--- config.mk ---
export PLATFORM = sky130hd
export DESIGN_NAME = dm_cache
export DESIGN_NICKNAME = d
export VERILOG_FILES = /design/src/rtl/dm_cache_pkg.sv /design/src/rtl/dm_cache_ram.sv /design/src/rtl/dm_cache.sv
export SDC_FILE = /design/constraint.sdc
export NUM_CORES = 1
export LEC_CHECK = 0
export ABC_AREA = 0
export CAP_MARGIN = 40
export CORE_UTILIZATION = 30
export DETAILED_ROUTE_END_ITERATION = 7
export GPL_ROUTABILITY_DRIVEN = 0
export PLACE_DENSITY = 0.44
export SYNTH_ARGS = -nofsm -noshare
export SYNTH_HDL_FRONTEND = slang
export SYNTH_SLANG_ARGS = --single-unit
--- constraint.sdc ---
create_clock -name Clock -period 6.8 [get_ports Clock]
set_input_delay 1.02 -clock Clock [delete_from_list [all_inputs] [get_ports Clock]]
set_output_delay 1.02 -clock Clock [all_outputs]
set_load 0.005 [all_outputs]
--- src/rtl/dm_cache_pkg.sv ---
// dm_cache_pkg: shared definitions for the direct-mapped PLB cache.
//   - command encodings presented on Cmd
//   - FSM state constants
//   - geometry helpers deriving line count from the module parameters
package dm_cache_pkg;

  localparam logic [1:0] CACHE_WRITE       = 2'd0;
  localparam logic [1:0] CACHE_READ        = 2'd1;
  localparam logic [1:0] CACHE_REFILL      = 2'd2;
  localparam logic [1:0] CACHE_INIT_REFILL = 2'd3;

  typedef logic [1:0] state_t;

  localparam state_t ST_IDLE   = 2'd0;
  localparam state_t ST_LOOKUP = 2'd1;
  localparam state_t ST_STREAM = 2'd2;

  // Number of lines held by the cache.
  function automatic int unsigned cache_lines(input int unsigned data_width,
                                              input int unsigned log_line_size,
                                              input int unsigned capacity);
    return capacity / (data_width << log_line_size);
  endfunction

  // Index field width (lines is a power of two, at least 2).
  function automatic int unsigned cache_log_lines(input int unsigned data_width,
                                                  input int unsigned log_line_size,
                                                  input int unsigned capacity);
    return $clog2(cache_lines(data_width, log_line_size, capacity));
  endfunction

endpackage

--- src/rtl/dm_cache_ram.sv ---
// dm_cache_ram: 1R1W synchronous RAM.
//   clk    : clock
//   we     : write enable, waddr/wdata written at the rising edge
//   raddr  : read address, registered; rdata valid the following cycle
//   rdata  : read data (returns the old word on a same-address collision)
module dm_cache_ram #(
  parameter int unsigned Width    = 8,
  parameter int unsigned AddrBits = 2
) (
  input  logic                clk,
  input  logic                we,
  input  logic [AddrBits-1:0] waddr,
  input  logic [Width-1:0]    wdata,
  input  logic [AddrBits-1:0] raddr,
  output logic [Width-1:0]    rdata
);

  logic [Width-1:0] mem [(1 << AddrBits)];

  always_ff @(posedge clk) begin
    if (we) begin
      mem[waddr] <= wdata;
    end
    rdata <= mem[raddr];
  end

endmodule

--- src/rtl/dm_cache.sv ---
// dm_cache: direct-mapped write-back line cache with a per-line extra tag,
// used as the position-map lookaside buffer. Serves single-word read/write
// lookups and passive line refills (victim streams out while new line
// streams in). Miss handling is owned by the requester.
//
// Ports:
//   Clock, Reset       : clock, synchronous active-high reset
//   Ready              : command can be accepted (Enable && Ready)
//   Enable, Cmd        : command strobe and opcode (write/read/refill/init-refill)
//   AddrIn             : word address (offset bits ignored for refills)
//   DIn                : write data or refill stream word
//   ExtraTagIn         : side tag stored with a refilled line
//   OutValid, Hit      : one-cycle result strobe and hit flag
//   DOut               : looked-up word, or victim word while Evicting
//   RefillDataReady    : DIn consumed this cycle during a refill
//   Evicting           : victim word present on DOut
//   AddrOut            : victim line address (offset bits zero)
//   ExtraTagOut        : victim side tag
//
// Build option: DM_CACHE_INIT_REFILL_EN makes Cmd=11 fill the line with
// zeros without consuming DIn; otherwise Cmd=11 behaves as Cmd=10.
module dm_cache
  import dm_cache_pkg::*;
#(
  parameter int unsigned DataWidth     = 32,
  parameter int unsigned LogLineSize   = 2,
  parameter int unsigned Capacity      = 512,
  parameter int unsigned AddrWidth     = 16,
  parameter int unsigned ExtraTagWidth = 8,
  parameter int unsigned WriteLate     = 0
) (
  input  logic                     Clock,
  input  logic                     Reset,
  output logic                     Ready,
  input  logic                     Enable,
  input  logic [1:0]               Cmd,
  input  logic [AddrWidth-1:0]     AddrIn,
  input  logic [DataWidth-1:0]     DIn,
  input  logic [ExtraTagWidth-1:0] ExtraTagIn,
  output logic                     OutValid,
  output logic                     Hit,
  output logic [DataWidth-1:0]     DOut,
  output logic                     RefillDataReady,
  output logic                     Evicting,
  output logic [AddrWidth-1:0]     AddrOut,
  output logic [ExtraTagWidth-1:0] ExtraTagOut
);

  localparam int unsigned Lines       = cache_lines(DataWidth, LogLineSize, Capacity);
  localparam int unsigned LogLines    = cache_log_lines(DataWidth, LogLineSize, Capacity);
  localparam int unsigned TagWidth    = AddrWidth - LogLineSize - LogLines;
  localparam int unsigned TagRamWidth = TagWidth + ExtraTagWidth;
  localparam int unsigned DataAddr    = LogLines + LogLineSize;

  state_t                   state;
  logic [1:0]               cmd_q;
  logic [LogLines-1:0]      idx_q;
  logic [TagWidth-1:0]      tag_q;
  logic [LogLineSize-1:0]   off_q;
  logic [DataWidth-1:0]     din_q;
  logic [ExtraTagWidth-1:0] xtag_q;
  logic [LogLineSize-1:0]   cnt;
  logic [LogLineSize-1:0]   cnt_next;
  logic [Lines-1:0]         valid;

  logic [LogLines-1:0]      idx_in;
  logic [TagWidth-1:0]      tag_in;
  logic [LogLineSize-1:0]   off_in;

  logic                     data_we;
  logic [DataAddr-1:0]      data_waddr;
  logic [DataAddr-1:0]      data_raddr;
  logic [DataWidth-1:0]     data_wdata;
  logic [DataWidth-1:0]     data_rd;

  logic                     tag_we;
  logic [LogLines-1:0]      tag_raddr;
  logic [TagRamWidth-1:0]   tag_rd;

  logic [TagWidth-1:0]      victim_tag;
  logic [ExtraTagWidth-1:0] victim_xtag;
  logic                     victim_valid;
  logic                     hit_raw;
  logic                     last_word;
  logic                     fill_zero;
  logic                     write_hit;
  logic [DataWidth-1:0]     write_word;
  logic                     in_lookup;
  logic                     in_stream;

  assign idx_in = AddrIn[LogLineSize +: LogLines];
  assign tag_in = AddrIn[AddrWidth-1 -: TagWidth];
  assign off_in = AddrIn[LogLineSize-1:0];

  assign cnt_next  = cnt + 1'b1;
  assign last_word = &cnt;

`ifdef DM_CACHE_INIT_REFILL_EN
  assign fill_zero = (cmd_q == CACHE_INIT_REFILL);
`else
  assign fill_zero = 1'b0;
`endif

  generate
    if (WriteLate != 0) begin : g_write_late
      assign write_word = DIn;
    end else begin : g_write_early
      assign write_word = din_q;
    end
  endgenerate

  always_ff @(posedge Clock) begin
    if (Reset) begin
      state  <= ST_IDLE;
      valid  <= '0;
      cnt    <= '0;
      cmd_q  <= '0;
      idx_q  <= '0;
      tag_q  <= '0;
      off_q  <= '0;
      din_q  <= '0;
      xtag_q <= '0;
    end else begin
      case (state)
        ST_IDLE: begin
          if (Enable) begin
            cmd_q  <= Cmd;
            idx_q  <= idx_in;
            tag_q  <= tag_in;
            off_q  <= off_in;
            din_q  <= DIn;
            xtag_q <= ExtraTagIn;
            cnt    <= '0;
            state  <= Cmd[1] ? ST_STREAM : ST_LOOKUP;
          end
        end
        ST_LOOKUP: state <= ST_IDLE;
        ST_STREAM: begin
          cnt <= cnt_next;
          if (last_word) begin
            valid[idx_q] <= 1'b1;
            state        <= ST_IDLE;
          end
        end
        default: state <= ST_IDLE;
      endcase
    end
  end

  assign victim_tag   = tag_rd[TagRamWidth-1 -: TagWidth];
  assign victim_xtag  = tag_rd[ExtraTagWidth-1:0];
  assign victim_valid = valid[idx_q];
  assign hit_raw      = victim_valid && (victim_tag == tag_q);
  assign in_lookup    = !Reset && (state == ST_LOOKUP);
  assign in_stream    = !Reset && (state == ST_STREAM);
  assign write_hit    = in_lookup && (cmd_q == CACHE_WRITE) && hit_raw;

  // Synchronous-read arrays: the address is issued one cycle ahead of use.
  // While streaming, word cnt+1 is fetched while word cnt is overwritten,
  // so each victim word is read out before its slot is replaced.
  always_comb begin
    data_raddr = {idx_q, off_q};
    tag_raddr  = idx_q;
    if (state == ST_IDLE) begin
      data_raddr = {idx_in, (Cmd[1] ? {LogLineSize{1'b0}} : off_in)};
      tag_raddr  = idx_in;
    end else if (state == ST_STREAM) begin
      data_raddr = {idx_q, cnt_next};
    end
  end

  always_comb begin
    data_we    = 1'b0;
    data_waddr = {idx_q, off_q};
    data_wdata = write_word;
    if (write_hit) begin
      data_we = 1'b1;
    end else if (in_stream) begin
      data_we    = 1'b1;
      data_waddr = {idx_q, cnt};
      data_wdata = fill_zero ? '0 : DIn;
    end
  end

  assign tag_we = in_stream && last_word;

  dm_cache_ram #(
    .Width    (DataWidth),
    .AddrBits (DataAddr)
  ) u_data_ram (
    .clk   (Clock),
    .we    (data_we),
    .waddr (data_waddr),
    .wdata (data_wdata),
    .raddr (data_raddr),
    .rdata (data_rd)
  );

  dm_cache_ram #(
    .Width    (TagRamWidth),
    .AddrBits (LogLines)
  ) u_tag_ram (
    .clk   (Clock),
    .we    (tag_we),
    .waddr (idx_q),
    .wdata ({tag_q, xtag_q}),
    .raddr (tag_raddr),
    .rdata (tag_rd)
  );

  // Outputs are forced to their idle values while Reset is asserted.
  assign Ready           = Reset || (state == ST_IDLE);
  assign OutValid        = in_lookup || (in_stream && last_word);
  assign Hit             = in_lookup && hit_raw;
  assign Evicting        = in_stream && victim_valid;
  assign RefillDataReady = in_stream && !fill_zero;
  assign DOut            = (in_lookup || Evicting) ? data_rd : '0;
  assign AddrOut         = in_stream ? {victim_tag, idx_q, {LogLineSize{1'b0}}} : '0;
  assign ExtraTagOut     = in_stream ? victim_xtag : '0;

endmodule

==> results.toml, run 1 <==
[drt]
route.final.wire_length_um = 73000
initialDrtViolationCount = 923
vias_per_cell = 4.88
ant_nets = 0
wl_per_cell_um = 24.1
remaining_drc_errors = 5
drt_pre_antenna_iters = 7
dr_total_vias = 14800

[clocking]
cts_max_path_buffers = 3
clock_latency_ps = 640
root_buffer = "clkbuf_16"
post_cts_hold_buffer_count = 0
cts_tree = "yes"
cts.sink_count = 710
cts_setup_buffers = 0
cts_htree_levels = 3
clock_edge_transition_at_the_registers_on_the_reported_setup_and_hold_paths_ps = 60
number_of_buffers_created_by_cts = 79
cts_resized = 0

[run]
drv.max_cap_violation_count = 0

[sta]
timing.fmax_ghz = 0.223
whs_ps = 450
drv_slew = 0
min_period_over_period = 0.658
final.setup_skew_ps = 37.8
timing.slew.headroom = 0.366
timing_hold_violations_final = 0
rsz_0062_raised_after_global_routing = "false"
setup_total_negative_slack_ps = 0
final_setup_vio_count = 0
fin_crit_ps = 4480
worstMarginPinSlew_ps = 951

[floorplan]
num_rows = 109
dieArea_um2 = 91200
die-height_um = 302
chipWidth_um = 302
boundaryPins = 122
fp.coreArea_um2 = 88800
floorplan.initialDensity = 0.304

[logic_synthesis]
postSynth.asyncResetShare = 0
synth_cell_type_count = 49
post-synth-top-area-fraction = 0.658
synth_top_cells_by_area = "edfxtp_1 66%, mux2i_1 9.2%, dfxtp_1 8.7%"
synth-warning-count = 0
synth_top_flop_cell = "edfxtp_1"
flops_latches_synth = 710
cells_after_synth = 1655
syn-cell-area_um2 = 27000
count_of_flip_flops_with_a_built_in_enable_after_synthesis = 592
post-synth-top-area-cell = "edfxtp_1"
syn-mean-instance-area_um2 = 16.3
yosysSeqAreaShare = 0.746

[pwr]
intPower_uw = 7650
power_frac_seq = 0.495
clock_power_share = 0.432
power.combinational.fraction = 0.073
leakage_power_total_uw = 0.0117
vdd_drop_max_uv = 176
swShare = 0.224
pwr_density_cell_nw_per_um2 = 304
switching_power_uw = 2200

[grt]
grt_start_max_net_pins = 114
global_route.usage.total = 0.161
grt_first_pass_wirelength_um = 106000
antenna_found_initial = 3
number_of_global_route_vias_before_repair = 15300
grt_overflow_total = 0

[critical_path]
worstSetupPathType = "reg -> out"
worst-endpoint-required_ps = 5780
setup.reg_to_reg.worst_slack_ps = 3000
worst_ep_arrival_time_ps = 3460
critical_path.startpoint_type = "register"
worstSetupEndpointType = "primary output"
critPathMaxFanout = 22

[cells_and_area]
mostFrequentLayoutCells = "592 x edfxtp_1, 245 x mux2i_1, 131 x nand2_1"
insertedDiodeCount = 0
final_common_cell = "edfxtp_1"
combined_area_of_the_multi_input_logic_cells_um2 = 6540
drive_above_1_share = 0.140
fillerInstances = 8308
sequential_cell_area_um2 = 20100
flow.area_growth_from_synthesis_pct = 20.1
layout.nets = 1865

[worst_hold_path]
hp-class = "reg -> reg"

[placed_design]
dp_hpwl_um = 39300
numPortBuffers = 119

[run_status]
failing_checks = "design-rule violations"
outcome = "finished, violations left"
==> cells by family after synthesis <==
kind of cell,Yosys count,share of synthesized area
flip-flops,710,0.746
multiplexers,305,0.125
AND/OR/NAND/NOR,301,0.0573
AO/OA/AOI/OAI,216,0.0495
buffers and inverters,109,0.0184
XOR/XNOR,12,0.00389
adder cells (fa/ha/maj),1,0.000463
other,1,0.000139
==> power by group through the flow <==
stage	sequential [µW]	combinational, µW	clock (µW)
after global routing	4880	781	4520
final	4880	720	4260
after CTS	4880	734	4370
after global placement	4970	715	0
after detailed placement	4970	732	0
after floorplan	4940	481	0
==> state kept, by name, summed over array words and instances, names as in the netlist <==
signal and flops:
u_data_ram.mem 512, u_tag_ram.mem 80, din_q 32, u_data_ram.rdata 32
u_tag_ram.rdata 20, tag_q 12, xtag_q 8, valid 4
cmd_q 2, cnt 2, idx_q 2, off_q 2
state 2
==> path summary, 6_finish.rpt <==
path / cells after the start / startpoint / to
min reg2reg: 2 / din_q[1]$_SDFFE_PP0P_ / din_q[1]$_SDFFE_PP0P_
min: 2 / din_q[1]$_SDFFE_PP0P_ / din_q[1]$_SDFFE_PP0P_
max: 6 / idx_q[0]$_SDFFE_PP0P_ / DOut[1]
max reg2reg: 7 / state[1]$_SDFFE_PP0P_ / u_data_ram.rdata[12]$_DFF_P_
==> worst max-delay path: stages, from the launching register on <==
cell and delay, ps:
dfxtp_1 530, mux4_2 590, and3_1 250, nor2b_4 440, buf_4 410, nor2b_1 90
clkdlybuf4s50_1 460
==> final cells by class <==
class                           count  area share
Multi-Input combinational cell    837       0.202
Clock inverter                     29      0.0109
Sequential cell                   710       0.621
Clock buffer                      118      0.0696
Tap cell                         1165      0.0449
Timing Repair Buffer              168      0.0513
Inverter                            7    0.000810
==> cell usage after synthesis, types with 2 or more instances <==
master / instances
or2_2: 4
or4_1: 30
nand4_1: 10
o21ai_0: 2
a21oi_1: 61
a31oi_1: 5
xnor2_1: 4
o22ai_1: 123
nand2b_1: 7
nor2_1: 17
o311ai_0: 9
nor3b_1: 2
and2_1: 2
a2111oi_0: 3
mux4_2: 21
mux2i_1: 247
buf_4: 8
nand2_1: 136
a311oi_1: 9
nor3_1: 20
edfxtp_1: 592
buf_1: 4
buf_2: 39
inv_1: 7
xor2_1: 8
mux2_2: 35
nor2b_1: 36
and3_1: 26
clkbuf_1: 49
dfxtp_1: 118
or4b_1: 3
==> metal layers <==
metal  track usage  share of wire
met5             0        0.00025
met4        0.0479          0.023
met3        0.0264          0.040
met2         0.257           0.47
met1         0.227           0.47
==> per-stage QoR <==
stage / instance area, µm² / util / setup WS, ps / cells / power, µW
floorplan: 27000 / - / 1990 / 1656 / 5420
global placement: 29700 / 0.335 / 2440 / 2880 / 5680
detailed placement: 29800 / 0.336 / 2360 / 2887 / 5700
CTS: 32400 / 0.365 / 2210 / 3034 / 9980
global route: 32400 / 0.365 / 2130 / 3034 / 10200
finish: 32400 / 0.365 / 2320 / 3034 / 9850
(Power assumes the default switching activity.)
==> run 2, diff against run 1 <==
Clock period 6.8 ns to 4.3 ns, I/O delays scaled along.
==> results.toml, run 2 (synthesis results as in run 1) <==
[sta]
rsz_0062_raised_after_global_routing = "false"
final_setup_vio_count = 0
timing.slew.headroom = 0.482
drv_slew = 0
worstMarginPinSlew_ps = 778
fin_crit_ps = 4070
min_period_over_period = 0.946
setup_total_negative_slack_ps = 0
final.setup_skew_ps = 18.2
timing.fmax_ghz = 0.246
post-route-worst-setup-slack_ps = 232
whs_ps = 398
timing_hold_violations_final = 0

[clocking]
post_cts_hold_buffer_count = 0
cts_setup_buffers = 0
cts_htree_levels = 3
root_buffer = "clkbuf_16"
cts_resized = 0
cts_tree = "yes"
clock_latency_ps = 620
cts.sink_count = 710
clock_edge_transition_at_the_registers_on_the_reported_setup_and_hold_paths_ps = 60
cts_max_path_buffers = 3
number_of_buffers_created_by_cts = 80

[drt]
dr_total_vias = 14900
ant_nets = 0
wl_per_cell_um = 24.3
drt_pre_antenna_iters = 8
route.final.wire_length_um = 73800
vias_per_cell = 4.89
remaining_drc_errors = 4
initialDrtViolationCount = 1058

[run_status]
outcome = "finished, violations left"
failing_checks = "design-rule violations"

[cells_and_area]
largest_register = "u_data_ram.mem"
insertedDiodeCount = 0
sequential_cell_area_um2 = 20100
flow.area_growth_from_synthesis_pct = 21.0
fillerInstances = 8331
number_of_flip_flops_under_the_largest_register_name = 512
biggestRegsByFlops = "u_data_ram.mem x512, u_tag_ram.mem x80"
layout.nets = 1872
final_common_cell = "edfxtp_1"
post-route-util = 0.368
drive_above_1_share = 0.144
mostFrequentLayoutCells = "592 x edfxtp_1, 245 x mux2i_1, 131 x nand2_1"
layout.cell_area.non_filler_um2 = 32700
combined_area_of_the_multi_input_logic_cells_um2 = 6520

[critical_path]
worstSetupEndpointType = "primary output"
worst-endpoint-required_ps = 3650
worst_ep_arrival_time_ps = 3420
critPathMaxFanout = 14
critical_path.startpoint_type = "register"
worstSetupPathType = "reg -> out"

[run]
drv.max_cap_violation_count = 0

[floorplan]
chipWidth_um = 302
num_rows = 109
floorplan.initialDensity = 0.304
boundaryPins = 122
dieArea_um2 = 91200
fp.coreArea_um2 = 88800
die-height_um = 302

[pwr]
leakage_power_total_uw = 0.0118
pwr_density_cell_nw_per_um2 = 476
vdd_drop_max_uv = 308

[grt]
grt_overflow_total = 0
number_of_global_route_vias_before_repair = 15300
grt_start_max_net_pins = 73
antenna_found_initial = 5
global_route.usage.total = 0.163
grt_first_pass_wirelength_um = 107000

[placed_design]
dp_hpwl_um = 38800
placed_cell_area_um2 = 30100
worst_setup_slack_after_placement_ps = 698
numPortBuffers = 119

[worst_hold_path]
hp-class = "in -> reg"
==> run 2: power by group <==
part / switching, µW / internal, µW
combinational: 694 / 480
clock: 2710 / 3960
sequential: 73.3 / 7620
total: 3480 / 12100
==> run 2: worst max-delay path: stages (launching register included) <==
cell,delay [ps]
dfxtp_1,510
mux4_2,570
and3_1,240
nor2b_4,480
buf_16,230
buf_4,230
nor2b_1,80
clkdlybuf4s50_1,440
==> run 2: path summary, 6_finish.rpt <==
kind	end	slack, ps	startpoint	cells past startpoint
hold reg to reg	din_q[30]$_SDFFE_PP0P_	450	din_q[30]$_SDFFE_PP0P_	2
setup reg to reg	u_data_ram.rdata[30]$_DFF_P_	990	state[1]$_SDFFE_PP0P_	7
hold / removal	cnt[1]$_SDFFE_PP0P_	400	Reset	2
setup / recovery	DOut[8]	230	idx_q[0]$_SDFFE_PP0P_	7
==> run 2: area by class of cell <==
class	instances	share of cell area
clock buffer	112	0.0687
clock inverter	36	0.0106
inverter	7	0.000804
multi-input combinational	837	0.200
sequential	710	0.616
tap	1165	0.0446
timing repair buffer	174	0.0596
==> run 2: routing by layer <==
metal	global-route usage	routed length, µm	vias up
met2	0.255	33700	355
met3	0.0351	3780	103
met4	0.0415	1460	10
li1	-	-	6759
met5	0	62	-
met1	0.229	34800	7652
==> run 2: stage by stage <==
stage,cells,total power (µW)
4_1_cts,3041,15800
5_1_grt,3041,16100
3_3_place_gp,2892,9020
2_1_floorplan,1656,8560
3_5_place_dp,2893,9030
6_report,3041,15500
